$ cat config.mk
export PLATFORM = sky130hd
export DESIGN_NAME = adc_seq_ctrl
export DESIGN_NICKNAME = d
export VERILOG_FILES = /design/src/rtl/adc_pkg.sv /design/src/rtl/seq_timer.sv /design/src/rtl/adc_seq_ctrl.sv
export SDC_FILE = /design/constraint.sdc
export NUM_CORES = 1
export LEC_CHECK = 0
export BUFFER_PORTS_ARGS = -buffer_cell sky130_fd_sc_hd__buf_2
export CORE_UTILIZATION = 55
export DETAILED_ROUTE_END_ITERATION = 8
export PLACE_DENSITY_LB_ADDON = 0.2
export SETUP_SLACK_MARGIN = 0.3
export SYNTH_ARGS = -nofsm -noshare
export SYNTH_HDL_FRONTEND = slang
export SYNTH_HIERARCHICAL = 1
export SYNTH_SLANG_ARGS = --single-unit
$ cat constraint.sdc
create_clock -name clk -period 2.8 [get_ports clk]
set_input_delay 0.28 -clock clk [delete_from_list [all_inputs] [get_ports clk]]
set_output_delay 0.28 -clock clk [all_outputs]
set_load 0.01 [all_outputs]
$ cat src/rtl/adc_pkg.sv
// Shared definitions for the ADC burst sequencer: state encoding and default widths.
package adc_pkg;

   typedef enum logic [2:0] {
      ST_IDLE   = 3'd0,
      ST_SETTLE = 3'd1,
      ST_TRIG   = 3'd2,
      ST_WAIT   = 3'd3,
      ST_FINISH = 3'd4
   } adc_state_t;

   localparam int ADC_DATA_W     = 12;
   localparam int ADC_TIMER_W    = 24;
   localparam int ADC_CNT_W      = 8;
   localparam int ADC_TMO_CYCLES = 65535;

endpackage

$ cat src/rtl/seq_timer.sv
// Loadable down-counter used for the pre-conversion settle delay.
// expired is high while the count is zero; the counter parks at zero.
module seq_timer
   import adc_pkg::*;
#(
   parameter int W = ADC_TIMER_W
) (
   input  logic         clk,
   input  logic         rst_n,
   input  logic         load,
   input  logic [W-1:0] load_val,
   output logic         expired
);

   logic [W-1:0] cnt;

   // Load on request, otherwise count down towards zero and hold there
   always_ff @(posedge clk or negedge rst_n) begin
      if (!rst_n)
         cnt <= '0;
      else if (load)
         cnt <= load_val;
      else if (cnt != '0)
         cnt <= cnt - W'(1);
   end

   assign expired = (cnt == '0);

endmodule

$ cat src/rtl/adc_seq_ctrl.sv
// ADC burst sequencer: settle delay, convert pulse, capture, repeated
// n_samples times, then a done pulse.
// Optional build macro ADC_TIMEOUT_EN adds a conversion timeout in WAIT
// that pulses error and returns to IDLE after TMO_CYCLES clocks.
module adc_seq_ctrl
   import adc_pkg::*;
#(
   parameter int DATA_W     = ADC_DATA_W,
   parameter int TIMER_W    = ADC_TIMER_W,
   parameter int CNT_W      = ADC_CNT_W,
   parameter int TMO_CYCLES = ADC_TMO_CYCLES
) (
   input  logic               clk,
   input  logic               rst_n,
   input  logic               start,
   input  logic               abort,
   input  logic [TIMER_W-1:0] settle_cycles,
   input  logic [CNT_W-1:0]   n_samples,
   output logic               adc_start,
   input  logic               adc_done,
   input  logic [DATA_W-1:0]  adc_data,
   output logic               sample_valid,
   output logic [DATA_W-1:0]  sample_data,
   output logic               busy,
   output logic               done,
   output logic               error
);

   adc_state_t         state, state_nxt;
   logic [TIMER_W-1:0] settle_lat;
   logic [CNT_W-1:0]   cnt_rem;
   logic               tmr_load;
   logic [TIMER_W-1:0] tmr_load_val;
   logic               tmr_expired;
   logic               accept;
   logic               capture;

`ifdef ADC_TIMEOUT_EN
   logic [31:0] tmo_cnt;
   logic        tmo_hit;
   logic        err_q;
`endif

   assign accept  = (state == ST_IDLE) && start && !abort;
   assign capture = (state == ST_WAIT) && adc_done && !abort;

   // Timer reloads on every entry into SETTLE; from IDLE the latch is being
   // written on the same edge, so take the live input there.
   assign tmr_load     = (state_nxt == ST_SETTLE) && (state != ST_SETTLE);
   assign tmr_load_val = (state == ST_IDLE) ? settle_cycles : settle_lat;

   seq_timer #(.W(TIMER_W)) u_timer (
      .clk      (clk),
      .rst_n    (rst_n),
      .load     (tmr_load),
      .load_val (tmr_load_val),
      .expired  (tmr_expired)
   );

   // State register
   always_ff @(posedge clk or negedge rst_n) begin
      if (!rst_n)
         state <= ST_IDLE;
      else
         state <= state_nxt;
   end

   // Next-state logic; abort overrides every other condition
   always_comb begin
      state_nxt = state;
      if (abort) begin
         state_nxt = ST_IDLE;
      end else begin
         case (state)
            ST_IDLE:
               if (start)
                  state_nxt = (n_samples == '0) ? ST_FINISH : ST_SETTLE;
            ST_SETTLE:
               if (tmr_expired)
                  state_nxt = ST_TRIG;
            ST_TRIG:
               state_nxt = ST_WAIT;
            ST_WAIT: begin
               if (adc_done)
                  state_nxt = (cnt_rem == CNT_W'(1)) ? ST_FINISH : ST_SETTLE;
`ifdef ADC_TIMEOUT_EN
               else if (tmo_hit)
                  state_nxt = ST_IDLE;
`endif
            end
            ST_FINISH:
               state_nxt = ST_IDLE;
            default:
               state_nxt = ST_IDLE;
         endcase
      end
   end

   // Moore outputs decoded from state; done is suppressed by a same-cycle abort
   always_comb begin
      adc_start = 1'b0;
      busy      = 1'b0;
      done      = 1'b0;
      if (state == ST_TRIG)
         adc_start = 1'b1;
      if (state != ST_IDLE)
         busy = 1'b1;
      if ((state == ST_FINISH) && !abort)
         done = 1'b1;
   end

   // Burst parameters, remaining count and sample capture
   always_ff @(posedge clk or negedge rst_n) begin
      if (!rst_n) begin
         settle_lat   <= '0;
         cnt_rem      <= '0;
         sample_data  <= '0;
         sample_valid <= 1'b0;
      end else begin
         sample_valid <= 1'b0;
         if (accept) begin
            settle_lat <= settle_cycles;
            cnt_rem    <= n_samples;
         end
         if (capture) begin
            sample_data  <= adc_data;
            sample_valid <= 1'b1;
            cnt_rem      <= cnt_rem - CNT_W'(1);
         end
      end
   end

`ifdef ADC_TIMEOUT_EN
   assign tmo_hit = (tmo_cnt == 32'(TMO_CYCLES - 1));

   // Conversion watchdog: counts cycles spent in WAIT, clears elsewhere
   always_ff @(posedge clk or negedge rst_n) begin
      if (!rst_n) begin
         tmo_cnt <= '0;
         err_q   <= 1'b0;
      end else begin
         err_q <= (state == ST_WAIT) && !adc_done && !abort && tmo_hit;
         if (state == ST_WAIT)
            tmo_cnt <= tmo_cnt + 32'd1;
         else
            tmo_cnt <= '0;
      end
   end

   assign error = err_q;
`else
   assign error = 1'b0;
`endif

endmodule

=== Word-level counts from Yosys, hierarchy flattened ===
Index checks and enable logic that the tools add are counted.

* Bits in registers: 72
* Latch bits: 0
* Bits in writable memories: 0
* Bits in read-only memories: 0
* Bits of input ports: 49
* Output and inout bits: 17
* Word-level logic and storage cells: 45
* Memories kept: 0

* Add/subtract/negate cells: 2
* Multipliers: 0
* Div/mod/pow operators: 0
* Magnitude comparators: 0
* Equality and inequality tests: 7
* Shift-type cells: 0
* Mux-type cells: 16
* Bitwise gates (word level): 0
* Reduce and logical (&&, ||, !) cells: 14

{| class="wikitable"
|+ Operators by type and width
! operator !! count
|-
| $mux W24 || 3
|-
| $logic_not A24 Y1 || 1
|-
| $reduce_bool A24 Y1 || 1
|-
| $sub A24 B1 Y24 const B || 1
|-
| $mux W3 || 6
|-
| $mux W8 || 2
|-
| $pmux W3 S4 || 1
|-
| $eq A8 B1 Y1 const B || 1
|-
| $logic_not A8 Y1 || 1
|-
| $sub A8 B1 Y8 const B || 1
|-
| $eq A3 B1 Y1 const B || 2
|-
| $eq A3 B2 Y1 const B || 2
|-
| $logic_and A1 B1 Y1 || 6
|-
| $mux W1 || 4
|-
| $reduce_bool A2 Y1 || 2
|-
| $eq A3 B3 Y1 const B || 1
|-
| $logic_not A3 Y1 || 1
|-
| $ne A3 B1 Y1 const B || 1
|-
| $reduce_bool A3 Y1 || 1
|-
| $logic_not A1 Y1 || 1
|}

=== Depth between registers and ports, before layout ===
* Word-level depth: 8
* Depth in mapped cells: 13
* Gate-level depth less buffers: 11

=== Hierarchy ===
Netlist, hierarchy kept.

{| class="wikitable"
|+ By module, submodules not included
! module !! times used !! cells each !! area each (µm²) !! seq. area each (µm²)
|-
| adc_seq_ctrl || 1 || 271 || 2469.9 || 1201.2
|-
| seq_timer || 1 || 164 || 1506.4 || 600.6
|}

=== Worst setup path after synthesis ===
No wires, ideal clock.

* Path kind: register -> register
* Start: reg u_timer.cnt[6]
* End: reg u_timer.cnt[10]
* Setup time: 125 ps
* Arrival: 2412 ps
* Required time: 2675 ps
* Setup slack: 263 ps
* Stages on the path, launching flop included: 11
* Path buffers: 2
* Clock period less this slack: 2537 ps
* Cells stage by stage: dfrtp_1 -> nor4_2 -> nand4_1 -> nor2_1 -> nor2b_1 -> o221ai_1 -> a21oi_1 -> clkbuf_1 -> inv_1 -> clkbuf_1 -> mux2_2

* Word-level cells in the longest chain between the ends: 7
* Elaborated cells on any way between the ends: 11
* Those cells by class: add/sub (1); eq/ne (1); mux (5); reduce/logical (4)

{| class="wikitable"
|+ Ends and longest elaborated chain
! element !! RTL line !! source
|-
| from (decl) || seq_timer.sv:15 || <nowiki>logic [W-1:0] cnt;</nowiki>
|-
| from (signal assigned) || seq_timer.sv:22 || <nowiki>cnt <= load_val;</nowiki>
|-
| from (signal assigned) || seq_timer.sv:24 || <nowiki>cnt <= cnt - W'(1);</nowiki>
|-
| $logic_not A24 Y1 * || seq_timer.sv:27 || <nowiki>assign expired = (cnt == '0);</nowiki>
|-
| named net tmr_expired || adc_seq_ctrl.sv:34 || <nowiki>logic tmr_expired;</nowiki>
|-
| $mux W3 * || adc_seq_ctrl.sv:79 || <nowiki>if (tmr_expired)</nowiki>
|-
| $pmux W3 S4 * || adc_seq_ctrl.sv:74 || <nowiki>case (state)</nowiki>
|-
| $mux W3 * || adc_seq_ctrl.sv:71 || <nowiki>if (abort) begin</nowiki>
|-
| $eq A3 B1 Y1 * || adc_seq_ctrl.sv:49 || <nowiki>assign tmr_load = (state_nxt == ST_SETTLE) && (state != ST_SETTLE);</nowiki>
|-
| $logic_and A1 B1 Y1 * || adc_seq_ctrl.sv:49 ||
|-
| named net tmr_load || adc_seq_ctrl.sv:32 || <nowiki>logic tmr_load;</nowiki>
|-
| $mux W24 or $reduce_bool A2 Y1 (tied branches) || -- ||
|}

Mark *: on every way through the listed nets, which the timed path passes. The rest lies on a longest branch. The select of a mux whose other input is x is not followed.
A chain may end at the register's enable or synchronous reset.

=== Final worst setup path ===
* Start: reg u_timer.cnt[2]
* End: reg u_timer.cnt[8]

Same word-level chain as after synthesis.

==> flow_metrics.tcl <==
set metrics [dict create \
    syn_area_per_cell_um2 9.14 \
    critPathArrivalTime_ns 2.64 \
    finalMaxSlewViolations 0 \
    pre_cts_slack_ns 0.378 \
    netlist_top_cells_count "138 x nand2_1, 72 x dfrtp_1, 22 x mux2_2" \
    post-route-drc-count 0 \
    place_hpwl_um 6280 \
    tns_ns 0 \
    hold_class "in -> reg" \
    fp.dieH_um 87.0 \
    yosysSeqAreaShare_pct 45.3 \
    layout_setup_ws_ns 0.452 \
    cts_tree "done" \
    io_pins 66 \
    setup_viol 0 \
    ys_seq_elements 72 \
    critPathKind "reg -> reg" \
    core_mm2 0.00691 \
    drtIter0Drc 172 \
    grt_pass1_vias 3241 \
    ant_nets 0 \
    crit_path_max_incr_delay_ns 0.52 \
    syn_nets 488 \
    synthesis.instances 435 \
    grt_antenna_before_repair 0 \
    power.leakage_uw 0.00220 \
    outcome "finished clean" \
    min_period_ns 2.35 \
    grt_usage_pct 26.0 \
    synth_async_sr_flop_share_pct 100 \
    timing.slew.headroom_pct 53.2 \
    nets 554 \
    wl_per_cell_um 14.9 \
    finalHoldViolCount 0 \
    cts_sinks 72 \
    grt_first_pass_wirelength_um 15000 \
    worstMarginPinSlew_ns 0.700 \
    globalRoute.totalOverflow 0 \
    insertion_delay_ns 0.35 \
    ys_types 63 \
    synth-main-ff-cell "dfrtp_1" \
    first_pass_iters 4 \
    yosysWarnings 6 \
    row_count 30 \
    viasPerCell 5.54 \
    hold_depth 3 \
    numCtsBuffers 9 \
    cp-end-kind "flop" \
    clk_pin_slew_ns 0.08 \
    grt_max_degree 73 \
    synth_area_leaders "dfrtp_1 45%, nand2_1 13%, mux2_2 6.2%" \
    syn_area_mm2 0.00398 \
    synth.top_cell.area_share_pct 45.3 \
    worstPathRequired_ns 3.09 \
    gp_congestion 0.838 \
    synth_top_area_cell "dfrtp_1" \
    start_kind "flop" \
    peakVddDrop_mv 0.410 \
    via_count 3337 \
    antennaDiodeCount 0 \
    clockRootBuffer "clkbuf_8" \
    portBuffers 64 \
    drive_above_1_share_pct 26.3 \
    fp.dieArea_mm2 0.00757 \
    synth-edff-count 0 \
    power_density_mw_per_mm2 704 \
    cp_slowest_cell "or4_1" \
    die_w_um 87.0 \
    clock-skew-final_ns 0.0120 \
    wl_um 8950 \
    ff2ff_path_depth 8 \
    yosysMostFrequentCell "nand2_1" \
    cp_max_fo 6 \
    cts_max_level 3 \
    timing.final.crit_share_pct 83.9 \
    maxCapViolations 0 \
    rsz0062_at_grt "no" \
    path_cells "nor3_1, nand4_1, nor2_2, nor2b_1, o221ai_2, a21oi_2, or4_1, nand3_1" \
    max_clock_freq_mhz 426 \
    area_growth_pct 16.6 \
    start_util_pct 57.6 \
    clockBufferDepth 2 \
]
## worst paths after layout
path                                 from              to  slack (ns)
max                        u_timer/cnt[2]  u_timer/cnt[8]        0.45
min reg2reg                sample_data[4]  sample_data[4]        0.47
max reg2reg                u_timer/cnt[2]  u_timer/cnt[8]        0.45
min in group asynchronous           rst_n  settle_lat[22]        0.47
max in group asynchronous           rst_n   settle_lat[6]        2.00
min                           adc_data[7]  sample_data[7]        0.11
## sequential cells by signal (all words and copies together) (netlist names)
register,count
sample_data,12
u_timer/cnt,24
sample_valid,1
state,3
cnt_rem,8
settle_lat,24
## what timing repair did
action,CTS,global route
endpoints found under the hold margin,72,0
setup buffers,0,3
resized for setup,0,4
hold buffers,1,0
endpoints found under the setup margin,0,24
## power by group
part | total, µW | switching, µW | leakage, µW | internal [µW]
clock | 936 | 427 | 0.000106 | 509
sequential | 1520 | 249 | 0.000902 | 1270
combinational | 806 | 418 | 0.00119 | 388
total | 3260 | 1090 | 0.00220 | 2170
## critical path: cells and delay by family, from the launching register on
kind               cells  cell delay [ns]
AOI/OAI and AO/OA      2             0.31
DFF                    1             0.44
and+or+nand+nor        6             1.55
## cell usage in the layout, fill, tap and decap left out, drive strengths merged, types with 3 or more instances in the layout
master and n:
nor4 7, a31oi 3, a21oi 11, nor3 11, ha 4, xor2 11
o21ai 18, nand3 7, a21o 3, inv 8, nor3b 4, nand2 138
nand4 3, o31ai 7, clkbuf 9, xnor2 5, mux2 28, buf 78
dfrtp 72, mux2i 3, or3 5, nor2 21, or4 6, o221a 3
## layout make-up
class / count / area (µm²)
Fill cell: 577 / 2270
Multi-Input combinational cell: 332 / 2010
Sequential cell: 72 / 1800
Timing Repair Buffer: 79 / 448
Clock buffer: 9 / 124
Tap cell: 96 / 120
Clock inverter: 7 / 101
Inverter: 7 / 27.5
## routing by layer
layer  up-vias  track usage [%]  share of wire, %
li1       1628                -                 -
met1      1616             33.0                44
met2        80             43.5                51
met3        13             5.40               3.7
met4         0             10.2               1.6
met5         -                0                 0
## kinds of logic (layout without fill, tap and decap cells)
logic type,after synthesis,count (layout),share of synthesized area (%)
muxes,31,31,8.68
and+or+nand+nor,222,222,26.7
other,1,1,0.0943
AOI/OAI and AO/OA,58,58,9.63
adders and majority gates,4,4,1.26
DFF,72,72,45.3
buffers and inverters,31,102,4.78
xor gates and xnor gates,16,16,3.52
## metrics by stage
stage | total power [µW] | instances | util [%] | area, µm² | hold slack, ns
floorplan | 2060 | 435 | - | 3980 | -0.0156
global placement | 2260 | 582 | 63.1 | 4360 | 0.342
detailed placement | 2310 | 582 | 63.1 | 4360 | 0.338
CTS | 3250 | 599 | 66.5 | 4590 | 0.0976
global route | 3470 | 602 | 67.1 | 4630 | 0.101
finish | 3260 | 602 | 67.1 | 4630 | 0.112
No activity file was read; power rests on OpenSTA's default activity.
